===== src/rtl/fpga_robots_game_uart_tx_pkg.sv =====
// Shared UART definitions for the host serial link (transmitter now, receiver
// later): frame state encodings, data width, bit counter width and the parity
// helper. Configuration macro: FPGA_ROBOTS_UART_PARITY_EN (parity bit in frame).
package fpga_robots_game_uart_tx_pkg;

  localparam int UART_DBITS    = 8;
  localparam int UART_BITCTR_W = $clog2(UART_DBITS);

  typedef enum logic [2:0] {
    ST_IDLE  = 3'd0,
    ST_START = 3'd1,
    ST_DATA  = 3'd2,
    ST_PAR   = 3'd3,
    ST_STOP  = 3'd4
  } uart_state_e;

  // Parity bit for a data word; odd=1 makes the total count of ones odd.
  function automatic logic uart_parity(input logic [UART_DBITS-1:0] d,
                                       input logic                  odd);
    return (^d) ^ odd;
  endfunction

endpackage


===== src/rtl/fpga_robots_game_fifo_sync.sv =====
// Single-clock FIFO with distributed-RAM storage and an occupancy count.
// Read data is combinational from the head entry (first-word fall-through).
// Ports:
//   clk, rst_n      clock, async active-low reset (pointers/count only)
//   i_wr_en/i_wr_dat write request and data; ignored when full
//   i_rd_en         pop request; ignored when empty
//   o_rd_dat        head entry
//   o_full/o_empty  status from the registered count
//   o_cnt           occupancy, 0..2**AW
module fpga_robots_game_fifo_sync #(
  parameter int DW = 8,
  parameter int AW = 4
) (
  input  logic          clk,
  input  logic          rst_n,
  input  logic          i_wr_en,
  input  logic [DW-1:0] i_wr_dat,
  input  logic          i_rd_en,
  output logic [DW-1:0] o_rd_dat,
  output logic          o_full,
  output logic          o_empty,
  output logic [AW:0]   o_cnt
);

  localparam int          DEPTH    = 2**AW;
  localparam logic [AW:0] FULL_CNT = (AW+1)'(DEPTH);

  logic [DW-1:0] r_mem [DEPTH];
  logic [AW-1:0] r_wptr, r_rptr;
  logic [AW:0]   r_cnt;
  logic          w_wr, w_rd;

  assign o_full   = (r_cnt == FULL_CNT);
  assign o_empty  = (r_cnt == '0);
  assign o_cnt    = r_cnt;
  assign o_rd_dat = r_mem[r_rptr];

  // Full check uses the registered count, so a full FIFO rejects a write
  // even when a pop happens on the same edge.
  assign w_wr = i_wr_en & ~o_full;
  assign w_rd = i_rd_en & ~o_empty;

  // Storage is not reset; stale contents are unreachable once pointers clear.
  always_ff @(posedge clk) begin
    if (w_wr) r_mem[r_wptr] <= i_wr_dat;
  end

  always_ff @(posedge clk or negedge rst_n) begin
    if (!rst_n) begin
      r_wptr <= '0;
      r_rptr <= '0;
      r_cnt  <= '0;
    end else begin
      if (w_wr) r_wptr <= r_wptr + AW'(1);
      if (w_rd) r_rptr <= r_rptr + AW'(1);
      case ({w_wr, w_rd})
        2'b10:   r_cnt <= r_cnt + (AW+1)'(1);
        2'b01:   r_cnt <= r_cnt - (AW+1)'(1);
        default: r_cnt <= r_cnt;
      endcase
    end
  end

endmodule


===== src/rtl/fpga_robots_game_uart_tx.sv =====
// Host-link UART transmitter. Bytes pushed by game logic are queued in a small
// FIFO and sent as 8-N-1 frames (8-E-1 / 8-O-1 with parity compiled in), with
// every line transition aligned to the baud1 strobe.
// Configuration macro: FPGA_ROBOTS_UART_PARITY_EN inserts a parity bit.
// Ports:
//   clk, rst_n  clock, async active-low reset
//   baud1       one-clk strobe per bit time
//   wr_dat/wr_en byte enqueue; accepted when wr_rdy=1
//   wr_rdy      FIFO not full
//   fifo_cnt    FIFO occupancy
//   busy        frame in flight or bytes queued
//   ovf         sticky: write attempted while full (cleared by reset only)
//   tx          serial line, idle high
module fpga_robots_game_uart_tx
  import fpga_robots_game_uart_tx_pkg::*;
#(
  parameter int FIFO_AW    = 4,
  parameter int STOP_BITS  = 1,
  parameter int PARITY_ODD = 0
) (
  input  logic             clk,
  input  logic             rst_n,
  input  logic             baud1,
  input  logic [7:0]       wr_dat,
  input  logic             wr_en,
  output logic             wr_rdy,
  output logic [FIFO_AW:0] fifo_cnt,
  output logic             busy,
  output logic             ovf,
  output logic             tx
);

  if ((STOP_BITS != 1 && STOP_BITS != 2) || (PARITY_ODD != 0 && PARITY_ODD != 1)) begin : g_bad_cfg
    $error("fpga_robots_game_uart_tx: STOP_BITS must be 1 or 2, PARITY_ODD 0 or 1");
  end

  localparam logic                     STOP_LAST = 1'(STOP_BITS - 1);
  localparam logic [UART_BITCTR_W-1:0] LAST_BIT  = UART_BITCTR_W'(UART_DBITS - 1);

  uart_state_e             r_state, w_state_nxt;
  logic [UART_DBITS-1:0]   r_sh, w_sh_nxt;
  logic [UART_BITCTR_W-1:0] r_bitctr, w_bitctr_nxt;
  logic                    r_stopctr, w_stopctr_nxt;
  logic                    r_tx, w_tx_nxt;
  logic                    r_ovf;
  logic                    w_pop;
  logic [UART_DBITS-1:0]   w_fifo_dat;
  logic                    w_full, w_empty;

  fpga_robots_game_fifo_sync #(
    .DW (UART_DBITS),
    .AW (FIFO_AW)
  ) u_fifo (
    .clk      (clk),
    .rst_n    (rst_n),
    .i_wr_en  (wr_en),
    .i_wr_dat (wr_dat),
    .i_rd_en  (w_pop),
    .o_rd_dat (w_fifo_dat),
    .o_full   (w_full),
    .o_empty  (w_empty),
    .o_cnt    (fifo_cnt)
  );

  assign wr_rdy = ~w_full;
  assign busy   = (r_state != ST_IDLE) || !w_empty;
  assign ovf    = r_ovf;
  assign tx     = r_tx;

`ifdef FPGA_ROBOTS_UART_PARITY_EN
  // Parity is latched from the popped byte, since sh is consumed by shifting.
  logic r_par;
  always_ff @(posedge clk or negedge rst_n) begin
    if (!rst_n)     r_par <= 1'b0;
    else if (w_pop) r_par <= uart_parity(w_fifo_dat, 1'(PARITY_ODD));
  end
`endif

  // Next-state logic; nothing moves except on a baud1 cycle. tx is computed
  // as the level for the coming bit period and registered with the state.
  always_comb begin
    w_state_nxt   = r_state;
    w_sh_nxt      = r_sh;
    w_bitctr_nxt  = r_bitctr;
    w_stopctr_nxt = r_stopctr;
    w_tx_nxt      = r_tx;
    w_pop         = 1'b0;
    if (baud1) begin
      case (r_state)
        ST_IDLE: begin
          w_tx_nxt = 1'b1;
          if (!w_empty) begin
            w_pop       = 1'b1;
            w_sh_nxt    = w_fifo_dat;
            w_state_nxt = ST_START;
            w_tx_nxt    = 1'b0;
          end
        end
        ST_START: begin
          w_state_nxt  = ST_DATA;
          w_bitctr_nxt = '0;
          w_tx_nxt     = r_sh[0];
        end
        ST_DATA: begin
          w_sh_nxt     = r_sh >> 1;
          w_bitctr_nxt = r_bitctr + UART_BITCTR_W'(1);
          if (r_bitctr == LAST_BIT) begin
`ifdef FPGA_ROBOTS_UART_PARITY_EN
            w_state_nxt = ST_PAR;
            w_tx_nxt    = r_par;
`else
            w_state_nxt   = ST_STOP;
            w_stopctr_nxt = 1'b0;
            w_tx_nxt      = 1'b1;
`endif
          end else begin
            // sh[0] is on the line now; sh[1] becomes the next bit.
            w_tx_nxt = r_sh[1];
          end
        end
`ifdef FPGA_ROBOTS_UART_PARITY_EN
        ST_PAR: begin
          w_state_nxt   = ST_STOP;
          w_stopctr_nxt = 1'b0;
          w_tx_nxt      = 1'b1;
        end
`endif
        ST_STOP: begin
          w_tx_nxt = 1'b1;
          if (r_stopctr == STOP_LAST) begin
            // Chain straight into the next frame when bytes are waiting.
            if (!w_empty) begin
              w_pop       = 1'b1;
              w_sh_nxt    = w_fifo_dat;
              w_state_nxt = ST_START;
              w_tx_nxt    = 1'b0;
            end else begin
              w_state_nxt = ST_IDLE;
            end
          end else begin
            w_stopctr_nxt = r_stopctr + 1'b1;
          end
        end
        default: begin
          w_state_nxt = ST_IDLE;
          w_tx_nxt    = 1'b1;
        end
      endcase
    end
  end

  always_ff @(posedge clk or negedge rst_n) begin
    if (!rst_n) begin
      r_state   <= ST_IDLE;
      r_sh      <= '0;
      r_bitctr  <= '0;
      r_stopctr <= 1'b0;
      r_tx      <= 1'b1;
      r_ovf     <= 1'b0;
    end else begin
      r_state   <= w_state_nxt;
      r_sh      <= w_sh_nxt;
      r_bitctr  <= w_bitctr_nxt;
      r_stopctr <= w_stopctr_nxt;
      r_tx      <= w_tx_nxt;
      if (wr_en && w_full) r_ovf <= 1'b1;
    end
  end

endmodule


===== config.mk =====
export PLATFORM = sky130hd
export DESIGN_NAME = fpga_robots_game_uart_tx
export DESIGN_NICKNAME = d
export VERILOG_FILES = /design/src/rtl/fpga_robots_game_uart_tx_pkg.sv /design/src/rtl/fpga_robots_game_fifo_sync.sv /design/src/rtl/fpga_robots_game_uart_tx.sv
export SDC_FILE = /design/constraint.sdc
export NUM_CORES = 1
export LEC_CHECK = 0
export ABC_CLOCK_PERIOD_IN_PS = 4800
export CAP_MARGIN = 20
export CORE_MARGIN = 1
export CORE_UTILIZATION = 45
export DETAILED_ROUTE_END_ITERATION = 8
export PLACE_DENSITY_LB_ADDON = 0.05
export SYNTH_ARGS = -nofsm -noshare
export SYNTH_HDL_FRONTEND = slang
export SYNTH_HIERARCHICAL = 1
export SYNTH_SLANG_ARGS = --single-unit

===== constraint.sdc =====
create_clock -name clk -period 4.8 [get_ports clk]
set_clock_uncertainty 0.15 [all_clocks]
set_input_delay 0.96 -clock clk [delete_from_list [all_inputs] [get_ports clk]]
set_output_delay 0.96 -clock clk [all_outputs]
set_load 0.02 [all_outputs]

==> metrics <==
outcome completed; HP Class reg -> reg; post-synthesis async set-or-reset flop share 0.185; pre-CTS WS 606 ps; Data arrival, critical path 3920 ps; Final setup viols 0; Crit Path Max Fanout 6; Root Buffer clkbuf_16; most common cell after layout, fill and taps aside edfxtp_1; Die X 123 um; Synth cell types 41; kind of critical path in -> reg; layout cells sized above 1 0.186; GP Congestion 0.759; Die H 123 um; CP required 4950 ps; commonest cells after routing, fill and taps aside edfxtp_1 (128), dfrtp_1 (27), o21ai_0 (25), mux2i_1 (25), mux2_2 (22); CTS hold repair buffers 0; delay of the slowest cell on the worst path 580 ps; num rows 44; clk sinks 157; post-CTS resize count 0; crit end category register; worst r2r path cells 13; Final #Nets 455; setup TNS after final layout 0 ps; leak pwr 2.70 nW; io pins 21; HP Start ovf; Worst Hold Depth 1; 1st-pass router iterations 4; crit-path cells clkdlybuf4s50_1 -> nor4b_1 -> nor2b_1 -> buf_4 -> ha_1 -> inv_1 -> fa_1 -> nor2b_1 -> o21ai_0 -> nand3_1 -> or3b_1 -> xnor2_1; die area 15,200 um2; first-pass GRT wire length 19.3 mm; TritonCTS clock tree yes; R2R Setup Slk 1380 ps; vias per cell 5.44; n_diodes 0; fill cell count 1,177; Post-synth EDFFs 128; final hold vios 0; syn nets 429; Peak VDD IR 0.251 mV; prevailing post-synth register cell edfxtp_1; DRC 0; htree depth 4; Core Area 14,500 um2; GRT Total Usage 0.182; Clock Latency Late Sink 410 ps; slew margin rel. 0.360; Final min period 3770 ps; number of global-route vias before repair 3,361; CTS Buffer Depth 2; Vias 3,407; FF+latch count, synth 157; register area share after synthesis 0.688; Synth Cell Area 6640 um2; post-route ant nets 0; hold path endpoint ovf; Power per Cell Area 628 nW/um2; Num CTS Buffers 17; Routed WL 12.6 mm; slowest cell on the critical path clkdlybuf4s50_1; Critical Path Source Type primary input; Final Max Slew Viols 0; worst r2r src u_fifo/o_cnt[0]; gr ovfl total 0; CP dominant cell by count nor2b_1; Worst-Margin Slew 957 ps; routed length per placed instance 20.2 um; pin count of the biggest net entering global routing 30; Syn Inst Count 405; Initial Util 0.459; Iteration-0 DRC Markers 174; Final period util 0.786; Mean Syn Cell Area 16.4 um2; initial antenna violation count 0; PortBufs 20; yosys warns 6; worst setup margin 1030 ps; FF-to-FF End u_fifo/o_cnt[4]; RSZ-0062 raised after global routing no; Max-cap violations 0; Synth-to-Final Area Change 14.6%; Max Fclk 265 MHz; Post-CTS Setup Bufs 0; DPL Wire Length 8.31 mm; clock-pin slew of the registers on the worst-case setup and hold paths 60 ps
## routing by layer
layer | GRT usage | vias up | part of all wire
met1 | 0.261 | 1736 | 0.49
met4 | 0.0655 | 0 | 0.0075
met2 | 0.273 | 54 | 0.47
li1 | - | 1610 | -
met3 | 0.0401 | 7 | 0.033
met5 | 0 | - | 0
## how the worst max path moves through the flow
stage	startpoint	endpoint	slack, ps	cells past startpoint
2_1_floorplan	baud1	u_fifo/o_cnt[4]	1490	11
3_3_place_gp	baud1	u_fifo/o_cnt[4]	710	12
3_5_place_dp	baud1	u_fifo/o_cnt[4]	610	12
4_1_cts	baud1	u_fifo/o_cnt[4]	1040	12
5_1_grt	baud1	u_fifo/o_cnt[4]	810	12
6_report	baud1	u_fifo/o_cnt[4]	1030	12
## registers in the layout, indices dropped and copies added (netlist names)
register       cells
ovf                1
tx                 1
u_fifo/r_rptr      4
r_state            3
u_fifo/o_cnt       5
r_sh               8
u_fifo/r_mem     128
r_bitctr           3
u_fifo/r_wptr      4
## synth_stat cells (2+ instances only)
| cell | count | area share |
|---|---|---|
| xnor2_1 | 7 | 0.0092 |
| a221oi_1 | 8 | 0.011 |
| dfrtp_1 | 28 | 0.11 |
| nand2_1 | 20 | 0.011 |
| a21oi_1 | 11 | 0.0083 |
| clkbuf_1 | 5 | 0.0028 |
| a22oi_1 | 8 | 0.0090 |
| o21ai_0 | 25 | 0.019 |
| nor2_1 | 15 | 0.0085 |
| a21o_1 | 4 | 0.0045 |
| mux2i_1 | 25 | 0.038 |
| nor2b_1 | 7 | 0.0066 |
| ha_1 | 11 | 0.021 |
| a22o_1 | 6 | 0.0079 |
| edfxtp_1 | 128 | 0.58 |
| nor4b_1 | 2 | 0.0026 |
| buf_6 | 5 | 0.0085 |
| buf_2 | 9 | 0.0068 |
| nand3_1 | 4 | 0.0030 |
| mux2_2 | 22 | 0.037 |
| and2_1 | 2 | 0.0019 |
| mux4_2 | 16 | 0.054 |
| inv_1 | 11 | 0.0062 |
| buf_1 | 2 | 0.0011 |
| xor2_1 | 3 | 0.0040 |
| nand2b_1 | 2 | 0.0019 |
| nor3_1 | 5 | 0.0038 |
## critical path: cells and delay by family
family / cells / cell delay, ps
adders and majority gates: 2 / 640
buffers and inverters: 3 / 840
AOI/OAI and AO/OA: 1 / 110
xor gates and xnor gates: 1 / 130
and+or+nand+nor: 5 / 1230
## through the flow
| stage | cell area (um2) | power, W | hold WS (ps) | util | std cells |
|---|---|---|---|---|---|
| final | 7610 | 0.00478 | 317 | 0.525 | 626 |
| after global routing | 7610 | 0.00503 | 349 | 0.525 | 626 |
| after CTS | 7610 | 0.00483 | 324 | 0.525 | 626 |
| after detailed placement | 7000 | 0.00345 | 311 | 0.484 | 596 |
| after global placement | 7000 | 0.00342 | 289 | 0.484 | 596 |
| after floorplan | 6640 | 0.00303 | 325 | - | 405 |
## logic make-up after synthesis
| group | Yosys count | synth area share |
|---|---|---|
| muxes | 64 | 0.132 |
| DFF | 157 | 0.688 |
| buffers and inverters | 34 | 0.0290 |
| and+or+nand+nor | 64 | 0.0497 |
| xor gates and xnor gates | 10 | 0.0132 |
| adders and majority gates | 12 | 0.0237 |
| AOI/OAI and AO/OA | 64 | 0.0644 |
## area by class of cell
class	count	area (um2)	area share
Inverter	12	45.0	0.00592
Clock buffer	20	437	0.0574
Sequential cell	157	4570	0.601
Timing Repair Buffer	29	280	0.0368
Clock inverter	10	166	0.0219
Multi-Input combinational cell	214	1880	0.247
Tap cell	184	230	0.0303
## power breakdown
group          switching, W  total [W]  internal [W]
clock network      0.000509    0.00138      0.000867
registers          0.000248    0.00196       0.00171
logic              0.000741    0.00144      0.000702
No activity file was read; power rests on OpenSTA's default activity.
